## config.mk

```make
export PLATFORM = sky130hd
export DESIGN_NAME = pw_seq_lock
export DESIGN_NICKNAME = d
export VERILOG_FILES = /design/src/rtl/pw_seq_lock.sv
export SDC_FILE = /design/constraint.sdc
export NUM_CORES = 1
export LEC_CHECK = 0
export CELL_PAD_IN_SITES_DETAIL_PLACEMENT = 1
export CELL_PAD_IN_SITES_GLOBAL_PLACEMENT = 1
export CORE_MARGIN = 2
export CORE_UTILIZATION = 43
export CTS_CLUSTER_SIZE = 12
export DETAILED_ROUTE_END_ITERATION = 8
export MAX_ROUTING_LAYER = met4
export PLACE_DENSITY_LB_ADDON = 0.05
export REMOVE_ABC_BUFFERS = 1
export SLEW_MARGIN = 0
export SYNTH_ARGS = -nofsm -noshare
export SYNTH_HDL_FRONTEND = slang
export SYNTH_SLANG_ARGS = --single-unit
```

## constraint.sdc

```tcl
create_clock -name clk -period 4.6 [get_ports clk]
set_clock_uncertainty 0.05 [all_clocks]
set_input_delay 0.92 -clock clk [delete_from_list [all_inputs] [get_ports clk]]
set_output_delay 0.92 -clock clk [all_outputs]
set_load 0.01 [all_outputs]
```

## src/rtl/pw_seq_lock.sv

```systemverilog
// pw_seq_lock: multi-character password lock with retry limit, timed lockout, open window and entry timeout
module pw_seq_lock #(
    parameter int CHAR_W = 7,
    parameter int SEQ_LEN = 4,
    parameter logic [SEQ_LEN*CHAR_W-1:0] PASSWORD = {7'h12, 7'h34, 7'h56, 7'h78},
    parameter int MAX_TRIES = 3,
    parameter int OPEN_CYCLES = 1000000,
    parameter int LOCKOUT_CYCLES = 50000000,
    parameter int TIMEOUT_CYCLES = 100000000
) (
    input  logic                               clk,
    input  logic                               reset,
    input  logic [CHAR_W-1:0]                  char_in,
    input  logic                               enter,
    output logic                               open,
    output logic                               wrong,
    output logic                               locked_out,
    output logic [$clog2(MAX_TRIES+1)-1:0]     tries_left,
    output logic [$clog2(SEQ_LEN+1)-1:0]       char_idx
);
    localparam int TW = $clog2(MAX_TRIES + 1);
    localparam int IW = $clog2(SEQ_LEN + 1);
    localparam int DOL = (OPEN_CYCLES > LOCKOUT_CYCLES) ? OPEN_CYCLES : LOCKOUT_CYCLES;
    localparam int DMAX = (DOL > TIMEOUT_CYCLES) ? DOL : TIMEOUT_CYCLES;
    localparam int CW = $clog2(DMAX) + 1;

    typedef enum logic [2:0] {S_IDLE, S_ENTRY, S_OPEN, S_FAIL, S_LOCK} state_t;

    state_t            state, nxt;
    logic [CHAR_W-1:0] c1, c2, ch;
    logic              e1, e2, e3, ev;
    logic [CW-1:0]     cnt, cnt_n, cnt_ld;
    logic [IW-1:0]     idx_n;
    logic [TW-1:0]     tries_n;
    logic              mismatch, mm_n, wrong_n, bad, last;
    logic [CHAR_W-1:0] pw_chr [1<<IW];

    for (genvar i = 0; i < (1 << IW); i++) begin : g_pw
        if (i < SEQ_LEN) begin : g_v
            assign pw_chr[i] = PASSWORD[(SEQ_LEN-1-i)*CHAR_W +: CHAR_W];
        end else begin : g_z
            assign pw_chr[i] = '0;
        end
    end

    always_ff @(posedge clk or posedge reset) begin
        if (reset) begin
            {c1, c2, ch} <= '0;
            {e1, e2, e3, ev} <= '0;
            state <= S_IDLE;
            cnt <= '0;
            char_idx <= '0;
            mismatch <= 1'b0;
            tries_left <= TW'(MAX_TRIES);
            wrong <= 1'b0;
            open <= 1'b0;
            locked_out <= 1'b0;
        end else begin
            c1 <= char_in;
            c2 <= c1;
            ch <= c2;
            e1 <= enter;
            e2 <= e1;
            e3 <= e2;
            ev <= e2 & ~e3;
            state <= nxt;
            cnt <= cnt_n;
            char_idx <= idx_n;
            mismatch <= mm_n;
            tries_left <= tries_n;
            wrong <= wrong_n;
            open <= nxt == S_OPEN;
            locked_out <= state == S_LOCK;
        end
    end

    always_comb begin
        nxt = state;
        idx_n = char_idx;
        mm_n = mismatch;
        tries_n = tries_left;
        wrong_n = wrong;
        last = char_idx == IW'(SEQ_LEN - 1);
        bad = mismatch | (ch != pw_chr[char_idx]);
        case (state)
            S_IDLE, S_ENTRY: begin
                if (ev) begin
                    nxt = last ? (bad ? S_FAIL : S_OPEN) : S_ENTRY;
                    idx_n = last ? '0 : char_idx + 1'b1;
                    mm_n = !last && bad;
                    wrong_n = (state == S_IDLE) ? 1'b0 : wrong;
                end else if (state == S_ENTRY && cnt == '0) begin
                    nxt = S_IDLE;
                    idx_n = '0;
                    mm_n = 1'b0;
                end
            end
            S_OPEN: nxt = (cnt == '0) ? S_IDLE : S_OPEN;
            S_FAIL: begin
                tries_n = tries_left - 1'b1;
                wrong_n = 1'b1;
                nxt = (tries_left == TW'(1)) ? S_LOCK : S_IDLE;
            end
            S_LOCK: begin
                nxt = (cnt == '0) ? S_IDLE : S_LOCK;
                tries_n = (cnt == '0) ? TW'(MAX_TRIES) : tries_left;
            end
            default: nxt = S_IDLE;
        endcase
        tries_n = (nxt == S_OPEN) ? TW'(MAX_TRIES) : tries_n;
        cnt_ld = (nxt == S_OPEN) ? CW'(OPEN_CYCLES - 1) :
                 (nxt == S_LOCK) ? CW'(LOCKOUT_CYCLES - 1) :
                 (nxt == S_ENTRY) ? CW'(TIMEOUT_CYCLES - 1) : '0;
        cnt_n = (nxt != state || (ev && state == S_ENTRY)) ? cnt_ld :
                (cnt != '0) ? cnt - 1'b1 : cnt;
    end
endmodule

```

==> impl_metrics.py, run 1 <==
metrics = {
    "status": {
        "outcome": "finished, final reports clean",
    },
    "synth": {
        "synth_flop_cell": "dfrtp_1",
        "synthCells": 287,
        "async_flop_share": 1.00,
        "avgSynthCellArea_um2": 10.6,
        "yosys.cell_types.count": 55,
        "synth_top_area_frac": 0.519,
        "synth_area_mm2": 0.00304,
        "synth_area_leader_cell": "dfrtp_1",
        "ys_warn_count": 0,
        "synth-edff-count": 0,
        "synth_seq_area_share": 0.536,
        "synth_seq_cells": 65,
        "ys_top_cells_by_area": "dfrtp_1, xor2_1, xnor2_1, nor2_1, o21ai_0",
    },
    "critical_path": {
        "crit_family": "simple AND/OR/NAND/NOR gates",
        "crit_path_end_kind": "register",
        "crit_path_start_kind": "register",
        "required_ns": 4.72,
        "r2r_slack_ns": 1.06,
        "cp_slowest_stage_delay_ns": 0.77,
        "cp_cell_sequence": "or4_4, nor4_1, and3_1, nor3_1, nor2_1, a31oi_1",
        "r2r-start": "cnt[18]",
        "crit_type": "reg2reg",
        "path_max_fanout": 12,
        "crit_arrival_ns": 3.67,
        "timing.rr.end": "cnt[19]",
        "ff2ff_path_depth": 6,
        "cp_num_buf_inv": 0,
        "crit_path_top_delay_cell": "nor2_1",
    },
    "die": {
        "initial_core_util": 0.445,
        "pin_count": 18,
        "fp-row-count": 30,
        "die_h_um": 88.0,
        "core_region_area_mm2": 0.00683,
        "dieArea_mm2": 0.00775,
        "die_x_um": 88.0,
    },
    "detailed_routing": {
        "viasPerCell": 5.68,
        "final_antenna_net_count": 0,
        "drc": 0,
        "first_iter_violations": 154,
        "vias": 2329,
        "drtPass1Iterations": 4,
        "wirelength_um": 7360,
        "wl_per_cell_um": 17.9,
    },
    "worst_hold_path": {
        "min_from": "c1[1]",
        "hold_depth": 0,
        "min_to": "c2[1]",
        "hold_class": "reg2reg",
    },
    "timing": {
        "tightest_slew_ns": 1.04,
        "rsz0062_at_grt": "false",
        "fmax_mhz": 282,
        "slew_violations": 0,
        "setup_violations": 0,
        "hold_violations": 0,
        "fin_setup_tns_ns": 0,
        "hold_ws_ns": 0.301,
        "relSlewSlack": 0.304,
        "period_needed_ns": 3.54,
        "fin_crit_sh": 0.770,
        "fin_ws_ns": 1.06,
    },
    "cts": {
        "clk_latency_ns": 0.35,
        "root_buffer": "clkbuf_8",
        "cts_tree": "built",
        "cts.sinks": 65,
        "cts-buffers-inserted": 9,
        "htree_levels": 3,
        "cts_max_path_buffers": 2,
        "hold_buffers": 0,
        "clkTransAtPathRegs_ns": 0.07,
        "cts_resized": 0,
        "cts_setup_buffers": 0,
    },
    "global_route": {
        "grt_pass1_vias": 2458,
        "grt_use_total": 0.220,
        "grt_pass1_wl_um": 12500,
        "grt_max_degree": 52,
        "globalRoute.totalOverflow": 0,
        "antenna_found_initial": 0,
    },
    "power_and_ir_drop": {
        "p_total_mw": 1.68,
        "power.density_mw_per_mm2": 474,
        "p_leak_nw": 1.42,
        "ir_drop_mv": 0.249,
    },
    "place": {
        "gp_congestion": 0.796,
        "post-dp-hpwl_um": 5170,
        "placedCellCount": 394,
        "dpl_cell_area_mm2": 0.00331,
        "post-place-ws_ns": 1.03,
        "io_buffers": 17,
    },
    "cells_and_area": {
        "multiInputGateArea_mm2": 0.00133,
        "seq_area_mm2": 0.00163,
        "postLayoutCellArea_mm2": 0.00354,
        "antenna_cells": 0,
        "fillCellCount": 761,
        "nets": 322,
        "fin_cells": 410,
        "utilization": 0.518,
        "drive_gt1_frac": 0.118,
        "synthToLayoutAreaGrowth_pct": 16.5,
    },
    "run": {
        "drv_cap": 0,
    },
}
-- synth_stat cells, types with 4 or more instances --
cell,number
inv_1,10
nand2_1,15
o22ai_1,4
nand3_1,8
nand4_1,4
nor2_1,25
xor2_1,14
a31oi_1,6
o21ai_0,17
a211oi_1,5
clkbuf_1,7
a21oi_1,13
dfrtp_1,63
nor3_1,11
xnor2_1,12
nor4_1,10
or3_1,4
-- power by group --
| group | total [mW] | switching (mW) | internal [mW] |
|---|---|---|---|
| Sequential | 0.778 | 0.110 | 0.668 |
| Combinational | 0.357 | 0.182 | 0.175 |
| Clock | 0.541 | 0.232 | 0.309 |
| Total | 1.68 | 0.524 | 1.15 |
-- final cells by class --
class | instances | area share
Clock buffer | 9 | 0.0350
Clock inverter | 7 | 0.0286
Inverter | 10 | 0.0106
Multi-Input combinational cell | 203 | 0.377
Sequential cell | 65 | 0.460
Tap cell | 96 | 0.0339
Timing Repair Buffer | 20 | 0.0545
-- flip-flops by register name, summed over array words and instances (netlist names) --
register and flops:
cnt 28, c1 7, c2 7, ch 7, char_idx 3, state 3, tries_left 2, e1 1
e2 1, e3 1, ev 1, locked_out 1, mismatch 1, open 1, wrong 1
-- worst max path at each step --
stage | start | to | slack, ns | cells after the start
after floorplan | cnt[18] | cnt[18] | 1.78 | 6
after global placement | cnt[18] | cnt[18] | 1.16 | 6
after detailed placement | cnt[18] | cnt[19] | 1.03 | 6
after CTS | cnt[18] | cnt[19] | 1.06 | 6
after global routing | cnt[18] | cnt[18] | 0.67 | 6
final | cnt[18] | cnt[19] | 1.06 | 6
-- layer usage --
| layer | GRT usage | up-vias | wire [um] |
|---|---|---|---|
| met5 | - | - | 0 |
| met4 | 0.0771 | 0 | 154 |
| met3 | 0.0556 | 17 | 231 |
| met2 | 0.332 | 39 | 3450 |
| met1 | 0.290 | 1182 | 3520 |
| li1 | - | 1091 | - |
-- cells in the final DEF (no fill, tap or decap), types with 4 or more instances in the layout --
master	synthesis	final
nand3_1	8	8
a31oi_1	6	6
nand4_1	4	4
dfrtp_1	63	63
or3_1	4	4
inv_1	10	9
nor2_1	25	25
clkbuf_8	0	9
o22ai_1	4	4
clkdlybuf4s50_1	0	17
a21oi_1	13	13
xnor2_1	12	12
a211oi_1	5	5
o21ai_0	17	17
nand2_1	15	15
nor4_1	10	10
xor2_1	14	14
nor3_1	11	11
-- kinds of logic (layout without fill, tap and decap cells) --
logic type	Yosys count	count (layout)	synth area share
simple gates	103	103	0.191
compound gates	66	66	0.144
flops	65	65	0.536
xor+xnor	26	26	0.0750
buf+inv	19	46	0.0243
fa+ha+maj	4	4	0.0157
mux	4	4	0.0140
No activity file was read; power rests on OpenSTA's default activity.
==> inputs of run 2 (changes only) <==
CORE_UTILIZATION = 42   (was 43)
clock period = 3.2 ns   (was 4.6 ns; I/O delays follow)
==> run 2 against run 1 <==
Compared with the run above: cell count grew 2.7%; critical path depth is the same; critical path type unchanged; die area rose by 2.3%; setup slack worse by 0.83 ns; cell area increased by 2.2%; critical endpoint is now cnt[16]; non-clock buffer count rose by 11; highest routed layer unchanged; fmax rose by 19%.
==> impl_metrics.py, run 2 (synthesized netlist as in run 1, its figures left out) <==
metrics = {
    "detailed_routing": {
        "wirelength_um": 7410,
        "first_iter_violations": 162,
        "final_antenna_net_count": 0,
        "drtPass1Iterations": 4,
        "vias": 2345,
        "drc": 0,
        "wl_per_cell_um": 17.6,
        "viasPerCell": 5.57,
    },
    "run": {
        "drv_cap": 0,
    },
    "timing": {
        "period_needed_ns": 2.97,
        "rsz0062_at_grt": "false",
        "setup_violations": 0,
        "fin_ws_ns": 0.225,
        "fmax_mhz": 336,
        "fin_setup_tns_ns": 0,
        "fin_crit_sh": 0.930,
        "hold_violations": 0,
        "relSlewSlack": 0.636,
        "tightest_slew_ns": 0.546,
        "slew_violations": 0,
    },
    "critical_path": {
        "crit_path_end_kind": "register",
        "required_ns": 3.40,
        "crit_type": "reg2reg",
        "crit_arrival_ns": 3.17,
        "crit_path_start_kind": "register",
        "path_max_fanout": 5,
    },
    "cells_and_area": {
        "nets": 333,
        "final_cell_mix": "dfrtp_1, nor2_1, o21ai_0, clkdlybuf4s50_1, nand2_1",
        "largest_reg_flops": 28,
        "final_common_cell": "dfrtp_1",
        "postLayoutCellArea_mm2": 0.00362,
        "antenna_cells": 0,
        "synthToLayoutAreaGrowth_pct": 19.1,
        "top_register": "cnt",
        "drive_gt1_frac": 0.151,
        "fillCellCount": 788,
    },
    "cts": {
        "clk_latency_ns": 0.36,
        "cts_setup_buffers": 0,
        "cts_tree": "built",
        "root_buffer": "clkbuf_8",
        "cts.sinks": 65,
        "clkTransAtPathRegs_ns": 0.07,
        "cts_max_path_buffers": 2,
        "hold_buffers": 0,
        "cts_resized": 0,
        "cts-buffers-inserted": 9,
        "htree_levels": 3,
    },
    "die": {
        "core_region_area_mm2": 0.00691,
        "die_h_um": 89.0,
        "die_x_um": 89.0,
        "initial_core_util": 0.440,
        "fp-row-count": 30,
        "dieArea_mm2": 0.00793,
        "pin_count": 18,
    },
    "global_route": {
        "grt_pass1_wl_um": 12500,
        "antenna_found_initial": 0,
        "globalRoute.totalOverflow": 0,
        "grt_max_degree": 43,
        "grt_pass1_vias": 2514,
        "grt_use_total": 0.218,
    },
    "worst_hold_path": {
        "hold_class": "reg2reg",
    },
    "place": {
        "gp_congestion": 0.874,
        "post-place-ws_ns": 0.176,
        "post-dp-hpwl_um": 5220,
        "io_buffers": 17,
        "dpl_cell_area_mm2": 0.00341,
    },
    "power_and_ir_drop": {
        "p_leak_nw": 1.48,
        "p_total_mw": 2.36,
        "ir_drop_mv": 0.332,
        "power.density_mw_per_mm2": 653,
    },
    "status": {
        "outcome": "finished, final reports clean",
    },
}
==> run 2: path summary, 6_finish.rpt <==
path / end / start / slack (ns) / cells after the start
max: cnt[16] / cnt[18] / 0.23 / 6
min: ch[5] / c2[5] / 0.30 / 0
max reg2reg: cnt[16] / cnt[18] / 0.23 / 6
min reg2reg: ch[5] / c2[5] / 0.30 / 0
max in group asynchronous: char_idx[0] / reset / 1.89 / 3
min in group asynchronous: cnt[2] / reset / 0.60 / 2
==> run 2: final cells by class <==
class	instances	area, um2	share of cell area
repair buffers	31	288	0.0796
multi-input cells	203	1340	0.370
inverters	10	37.5	0.0104
well taps	96	120	0.0332
flip-flops and latches	65	1630	0.451
clock buffers	10	138	0.0381
clock inverters	6	66.3	0.0183
==> run 2: worst max-delay path, cell delays in order (launching register included) <==
cell,delay (ns)
dfrtp_1,0.44
or4_4,0.58
or4_4,0.45
or4_4,0.58
a41o_1,0.34
nor3_4,0.24
o21ba_1,0.19
==> run 2: routing by layer <==
metal  up-vias  GRT usage  wire [um]
li1       1116          -          -
met1      1182      0.280       3540
met2        36      0.337       3520
met3        11     0.0508        215
met4         0     0.0801        125
met5         -          -          0
==> run 2: stage by stage <==
stage | instances | hold WS, ns | utilization
2_1_floorplan | 278 | 0.281 | -
3_3_place_gp | 405 | 0.283 | 0.493
3_5_place_dp | 405 | 0.286 | 0.493
4_1_cts | 421 | 0.303 | 0.523
5_1_grt | 421 | 0.309 | 0.524
6_report | 421 | 0.300 | 0.524
==> run 2: where the power goes <==
group          switching, mW  leakage [nW]  internal (mW)
sequential             0.151         0.774          0.960
clock                  0.344         0.107          0.383
combinational          0.262         0.602          0.262
